==> config.mk <==
export PLATFORM = sky130hd
export DESIGN_NAME = regfile_mp
export DESIGN_NICKNAME = d
export VERILOG_FILES = /design/src/rtl/regfile_mp_pkg.sv /design/src/rtl/regfile_rd_port.sv /design/src/rtl/regfile_mp.sv
export SDC_FILE = /design/constraint.sdc
export NUM_CORES = 2
export LEC_CHECK = 0
export ABC_AREA = 1
export CAP_MARGIN = 40
export CORE_MARGIN = 3
export CORE_UTILIZATION = 30
export DETAILED_ROUTE_END_ITERATION = 7
export PLACE_DENSITY = 0.49
export SYNTH_ARGS = -nofsm -noshare
export SYNTH_HDL_FRONTEND = slang
export SYNTH_HIERARCHICAL = 1
export SYNTH_SLANG_ARGS = --single-unit
==> constraint.sdc <==
create_clock -name clk -period 5 [get_ports clk]
set_input_delay 1 -clock clk [delete_from_list [all_inputs] [get_ports clk]]
set_output_delay 1 -clock clk [all_outputs]
set_load 0.005 [all_outputs]
==> src/rtl/regfile_mp_pkg.sv <==
// regfile_mp_pkg: shared constants and sweep-FSM state encoding for the multi-port register file
package regfile_mp_pkg;
   localparam int ZERO_REG = 0;
   localparam logic [31:0] ZERO_WORD = '0;
   typedef enum logic {RF_ST_CLEAR = 1'b0, RF_ST_RUN = 1'b1} rf_state_e;
endpackage

==> src/rtl/regfile_rd_port.sv <==
// regfile_rd_port: one read port with same-cycle write bypass and zero gating
module regfile_rd_port
   import regfile_mp_pkg::*;
#(
   parameter int DATA_W = 32,
   parameter int ADDR_W = 5,
   parameter int NUM_WR = 2,
   parameter int BYPASS = 1
) (
   input  logic [ADDR_W-1:0]        raddr,
   input  logic                     re,
   input  logic                     busy,
   input  logic [DATA_W-1:0]        mem_data,
   input  logic [NUM_WR*ADDR_W-1:0] waddr,
   input  logic [NUM_WR-1:0]        wv,
   input  logic [NUM_WR*DATA_W-1:0] wdata,
   output logic [DATA_W-1:0]        rdata
);
   // later ports overwrite earlier matches, so the highest-index writer wins
   always_comb begin
      rdata = mem_data;
      if (BYPASS != 0)
         for (int i = 0; i < NUM_WR; i++)
            if (wv[i] && waddr[i*ADDR_W +: ADDR_W] == raddr) rdata = wdata[i*DATA_W +: DATA_W];
      if (!re || busy || raddr == ADDR_W'(ZERO_REG)) rdata = DATA_W'(ZERO_WORD);
   end
endmodule

==> src/rtl/regfile_mp.sv <==
// regfile_mp: parametrised multi-port GPR file with post-reset clear sweep and write-conflict flag
module regfile_mp
   import regfile_mp_pkg::*;
#(
   parameter int DATA_W = 32,
   parameter int ADDR_W = 5,
   parameter int NUM_RD = 2,
   parameter int NUM_WR = 2,
   parameter int BYPASS = 1
) (
   input  logic                     clk,
   input  logic                     rst,
   input  logic [NUM_RD*ADDR_W-1:0] raddr_i,
   input  logic [NUM_RD-1:0]        re_i,
   output logic [NUM_RD*DATA_W-1:0] rdata_o,
   input  logic [NUM_WR*ADDR_W-1:0] waddr_i,
   input  logic [NUM_WR-1:0]        we_i,
   input  logic [NUM_WR*DATA_W-1:0] wdata_i,
   output logic                     init_busy_o,
   output logic                     wr_conflict_o
);
   localparam int DEPTH = 2**ADDR_W;
   logic [DATA_W-1:0] gpr [DEPTH];
   rf_state_e state, state_nx;
   logic [ADDR_W-1:0] clr_cnt, clr_nx;
   logic [NUM_WR-1:0] wv;
   logic conflict;
   assign init_busy_o = rst || state == RF_ST_CLEAR;
   always_comb begin
      wv = '0;
      for (int i = 0; i < NUM_WR; i++)
         wv[i] = we_i[i] && waddr_i[i*ADDR_W +: ADDR_W] != ADDR_W'(ZERO_REG) && !init_busy_o;
   end
   always_comb begin
      conflict = 1'b0;
      for (int i = 0; i < NUM_WR; i++)
         for (int j = i + 1; j < NUM_WR; j++)
            if (wv[i] && wv[j] && waddr_i[i*ADDR_W +: ADDR_W] == waddr_i[j*ADDR_W +: ADDR_W]) conflict = 1'b1;
   end
   always_comb begin
      state_nx = state;
      clr_nx = clr_cnt;
      if (state == RF_ST_CLEAR) begin
         clr_nx = clr_cnt + 1'b1;
         state_nx = clr_cnt == '1 ? RF_ST_RUN : RF_ST_CLEAR;
      end
   end
   always_ff @(posedge clk)
      if (rst) begin
         state <= RF_ST_CLEAR;
         clr_cnt <= ADDR_W'(1);
         wr_conflict_o <= 1'b0;
      end else begin
         state <= state_nx;
         clr_cnt <= clr_nx;
         wr_conflict_o <= conflict;
      end
   // x0 is never written; every read of address 0 is gated to zero instead
   always_ff @(posedge clk)
      if (!rst) begin
         if (state == RF_ST_CLEAR) gpr[clr_cnt] <= DATA_W'(ZERO_WORD);
         else
            for (int i = 0; i < NUM_WR; i++)
               if (wv[i]) gpr[waddr_i[i*ADDR_W +: ADDR_W]] <= wdata_i[i*DATA_W +: DATA_W];
      end
   for (genvar k = 0; k < NUM_RD; k++) begin : g_rd
      regfile_rd_port #(
         .DATA_W(DATA_W),
         .ADDR_W(ADDR_W),
         .NUM_WR(NUM_WR),
         .BYPASS(BYPASS)
      ) u_rd (
         .raddr(raddr_i[k*ADDR_W +: ADDR_W]),
         .re(re_i[k]),
         .busy(init_busy_o),
         .mem_data(gpr[raddr_i[k*ADDR_W +: ADDR_W]]),
         .waddr(waddr_i),
         .wv(wv),
         .wdata(wdata_i),
         .rdata(rdata_o[k*DATA_W +: DATA_W])
      );
   end
endmodule
[After elaboration in Yosys (flattened, before gate mapping)]
Memories as Yosys holds them, arrays and structs flattened.
Index checks and enable logic that the tools add are counted.
Word-level totals
  bits in registers: 7
  RAM bits: 1024
  input bits: 90
  output and inout bits: 66
  word-level logic and storage cells: 58
  memories: 1
Memories
  gpr: depth 32, width 32, rd ports 2, clocked after Yosys merged registers in 0, write ports 2, RTL line regfile_mp.sv:23  | logic [DATA_W-1:0] gpr [DEPTH];
Operators by class
  add/sub/neg operators: 1
  equal/unequal tests: 6
  multiplexer cells: 23
  bitwise gates (word level): 1
  reduce and logical (&&, ||, !) cells: 23
Operators by type and width (count)
  32-bit 2-to-1 mux: 7
  32-bit OR reduction: 1
  5-bit == test: 5
  1-bit 2-to-1 mux: 15
  1-bit logical AND: 10
  5-bit logical NOT: 2
  5-bit nonzero test: 2
  5-bit by 1-bit adder with 5-bit output, second input constant: 1
  5-bit == test, second input constant: 1
  1-bit logical OR: 5
  5-bit 2-to-1 mux: 1
  1-bit logical NOT: 3
  1-bit NOT: 1

[Logic depth before layout (Yosys ltp)]
  depth after elaboration: 10
  gate-level depth with buffers: 16
  gate-level depth less buffers: 13

[Hierarchy]
The synthesis kept the hierarchy.
By module, submodules not included
  regfile_mp: times used 1, cells each 8604, area each 63021.7 µm², seq. area each 30889.6 µm²
  regfile_rd_port: times used 2, cells each 299, area each 1381.3 µm², seq. area each 0.0 µm²

[Worst setup path after synthesis]
Ideal clock, no wire load.
  path kind: input to output
  from: in rst
  to: out rdata_o[10]
  arrival: 2494 ps
  data required time: 4000 ps
  slack: 1506 ps
  cell stages on the path: 15
  path buffers: 3
  path through: inv_2 -> nand2_2 -> nor2_4 -> nand2_1 -> buf_6 -> buf_6 -> inv_1 -> nand2_1 -> nor2_4 -> nand3_4 -> buf_6 -> nand2_1 -> nand3_1 -> nand2_1 -> inv_1
Between the ends
  cells in the longest elaborated chain, start to end: 7
  elaborated cells on any way between the ends: 11
  classes of those cells: mux: 3; reduce/logical: 8
Ends and longest elaborated chain
  from (decl): RTL line regfile_mp.sv:12  | input logic rst,
  1-bit logical OR: RTL line regfile_mp.sv:28  | assign init_busy_o = rst || state == RF_ST_CLEAR;
  named net init_busy_o: RTL line regfile_mp.sv:19  | output logic init_busy_o,
  1-bit logical NOT: RTL line regfile_mp.sv:32  | wv[i] = we_i[i] && waddr_i[i*ADDR_W +: ADDR_W] != ADDR_W'(ZERO_REG) && !init_busy_o;
  1-bit logical AND: RTL line regfile_mp.sv:32
  named net wv[0]: RTL line regfile_mp.sv:26  | logic [NUM_WR-1:0] wv;
  1-bit logical AND: RTL line regfile_rd_port.sv:24  | if (wv[i] && waddr[i*ADDR_W +: ADDR_W] == raddr) rdata = wdata[i*DATA_W +: DATA_W];
  32-bit 2-to-1 mux (2 in series): RTL line regfile_rd_port.sv:24
  32-bit 2-to-1 mux: RTL line regfile_rd_port.sv:25  | if (!re || busy || raddr == ADDR_W'(ZERO_REG)) rdata = DATA_W'(ZERO_WORD);
  to (decl): RTL line regfile_mp.sv:15  | output logic [NUM_RD*DATA_W-1:0] rdata_o,
The timed path passes the listed nets, and every way through them passes these cells.

[Worst setup path after layout]
  from: in rst
  to: out rdata_o[45]
Between the ends
  cells in the longest elaborated chain, start to end: 7
  elaborated cells on any way between the ends: 11
  classes of those cells: mux: 3; reduce/logical: 8
Ends and longest elaborated chain (RTL line)
  1-bit logical OR: regfile_mp.sv:28
  1-bit logical NOT: regfile_mp.sv:32
  1-bit logical AND: regfile_mp.sv:32
  named net wv[0]: regfile_mp.sv:26
  1-bit logical AND: regfile_rd_port.sv:24
  32-bit 2-to-1 mux (2 in series): regfile_rd_port.sv:24
  32-bit 2-to-1 mux: regfile_rd_port.sv:25
The timed path passes the listed nets, and every way through them passes these cells.

==> results.yml <==
routing:
  wl_mm: 310.0
  drc: 0
  vias: 65810
  first_iter_violations: 8239
  drt_pass1_iterations: 6
  wire_per_inst_um: 26.09
  drtAntennaViolNets: 0
  vias_per_cell: 5.539
worst_hold_path:
  hp-class: "reg2reg"
  hold_depth: 2
place:
  gp_congestion: 0.8782
  dpl-instance-area_sq_um: 72440
  dpl_worst_slack_ps: 208.8
  io_buffers: 155
  dp_hpwl_mm: 185.4
clock_tree:
  clk_latency_ps: 760
  cts_buffer_depth: 3
  root_buffer: "clkbuf_16"
  postCtsHoldBufs: 0
  cts_resized: 0
  clkSlewWorstSetupHoldPaths_ps: 60
  cts.sinks: 1031
  numCtsBuffers: 119
  post-cts-setup-buffers: 0
  htree_levels: 3
  cts_tree: "yes"
die:
  die_y_um: 474.3
  pin_count: 156
  die_w_um: 474.3
  dieArea_sq_um: 224900
  core-area_sq_um: 217600
  start_util_pct: 30.23
  rows: 171
sta:
  maxSlewViolCount: 0
  period_share_pct: 94.53
  tightest_slew_ps: 948.7
  setup_slack_ps: 273.3
  max_slew_margin_pct: 36.75
  rsz0062_at_grt: "false"
  clock.fmax_ghz: 0.2116
  period_needed_ps: 4727
  final_hold_viol_count: 0
  finalSetupTns_ps: 0
  setup_viol: 0
  finClkSkew_ps: 31.95
synthesis:
  synthCells: 9202
  synthesis.area_sq_um: 65780
  syn-mean-instance-area_sq_um: 7.149
  ys_warn_count: 6
  yosysTopAreaCellShare_pct: 46.74
  netlist-cell-type-count: 30
  synth_area_leaders: "edfxtp_1 47%, nand2_1 24%, nand3_1 12%"
  syn_nets: 9294
  yosysSeqAreaShare_pct: 46.96
  yosysTopAreaCell: "edfxtp_1"
  yosys_register_bits: 1031
worst_setup_path:
  crit_chain: "clkdlybuf4s50_1, inv_2, nand2_2, nor2_4, nand2_4, inv_1, nand2_1, nor2_4, buf_4, nand4_1, nand3_1, nand2_1, inv_1, clkdlybuf4s50_1"
  worstSetupPathType: "in2out"
  rr_worst_depth: 7
  slowest_stage: "clkdlybuf4s50_1"
  cp.arrival_ps: 3730
  cp_slowest_stage_delay_ps: 520
  cp-start-kind: "input port"
  required_ps: 4000
  critPathMaxFanout: 18
  end_kind: "output pin"
status:
  status: "finished clean"
power_and_ir_drop:
  internal-power_uw: 14960
  pwr-share-seq_pct: 45.4
  peakVddDrop_mv: 0.3083
  power_uw: 20800
  pwr-share-comb_pct: 13.2
  clock_power_share_pct: 41.4
  switching_share_pct: 28.10
  p_leak_uw: 0.03014
  power.density_nw_per_um2: 273.3
  p_sw_uw: 5844
job:
  max-cap-violations: 0
global_route:
  gr-usage-all-layers_pct: 26.80
  grt_pass1_wl_mm: 443.7
  overflow: 0
  antenna_found_initial: 5
  first_global_vias: 62170
  grt_max_degree: 88
finish:
  layout-drive-gt1-share_pct: 7.236
  fin_area_sq_um: 76090
  final_common_cell: "nand2_1"
  syn_to_final_growth_pct: 15.67
  layout_common_cells: "4120 x nand2_1, 1611 x nand3_1, 1024 x edfxtp_1"
  nets: 9025
-- flip-flops by register name (all words and copies together), names as in the netlist --
name / count
gpr: 1024
wr_conflict_o: 1
clr_cnt: 5
state: 1
-- through the flow --
step                utilization (%)  hold WS [ps]  std cells
global placement              32.82         506.1      11620
detailed placement            33.29         516.2      11670
global route                  34.97         538.8      11880
finish                        34.97         525.5      11880
CTS                           34.96         524.8      11880
floorplan                         -         482.7       9202
-- kinds of logic after synthesis --
logic type | Yosys count | synth area share (%)
adders and majority gates | 2 | 0.03803
AOI/OAI and AO/OA | 1006 | 7.663
DFF | 1031 | 46.96
and+or+nand+nor | 6085 | 38.46
buffers and inverters | 1078 | 6.881
-- Yosys cell counts, drive strengths merged --
| library cell | count |
|---|---|
| a21oi | 4 |
| and2 | 1 |
| buf | 324 |
| clkbuf | 569 |
| dfxtp | 7 |
| edfxtp | 1024 |
| ha | 2 |
| inv | 185 |
| nand2 | 4173 |
| nand3 | 1630 |
| nand3b | 2 |
| nand4 | 65 |
| nor2 | 206 |
| nor3 | 7 |
| nor4 | 1 |
| o21ai | 1000 |
| o22ai | 2 |
-- worst max-delay path: cells and delay by family --
| family | cells | cell delay, ps |
|---|---|---|
| buffers and inverters | 6 | 1570 |
| AND/OR/NAND/NOR | 8 | 1130 |
-- power groups by stage --
stage,sequential [uW],combinational [uW],clock (uW)
floorplan,9630,1430,0
global placement,9630,2600,0
detailed placement,9630,2680,0
CTS,9450,2680,8710
global route,9450,2910,9010
finish,9450,2740,8610
-- routing by layer --
layer | global-route usage, % | up-vias | wire length (um)
met5 | 0 | - | 12
met3 | 3.443 | 838 | 26410
met4 | 16.05 | 2 | 20860
met1 | 34.01 | 31250 | 120900
li1 | - | 30010 | -
met2 | 43.53 | 3698 | 141800
-- path summary, 6_finish.rpt --
check | slack [ps] | endpoint | start
worst max-delay path | 270 | rdata_o[45] | rst
worst min-delay path | 530 | clr_cnt[4] | clr_cnt[4]
worst max register to register | 1850 | gpr[8][4] | state
worst min register to register | 530 | clr_cnt[4] | clr_cnt[4]
-- area by class of cell --
class | count | area [sq um]
inverter | 185 | 737.0
sequential | 1031 | 30890
fill | 22160 | 141500
multi-input combinational | 7093 | 30740
timing repair buffer | 503 | 6519
antenna | 2 | 5.005
clock buffer | 144 | 3114
tap | 2854 | 3571
clock inverter | 68 | 519.2
Power figures use the tool's default switching activity.
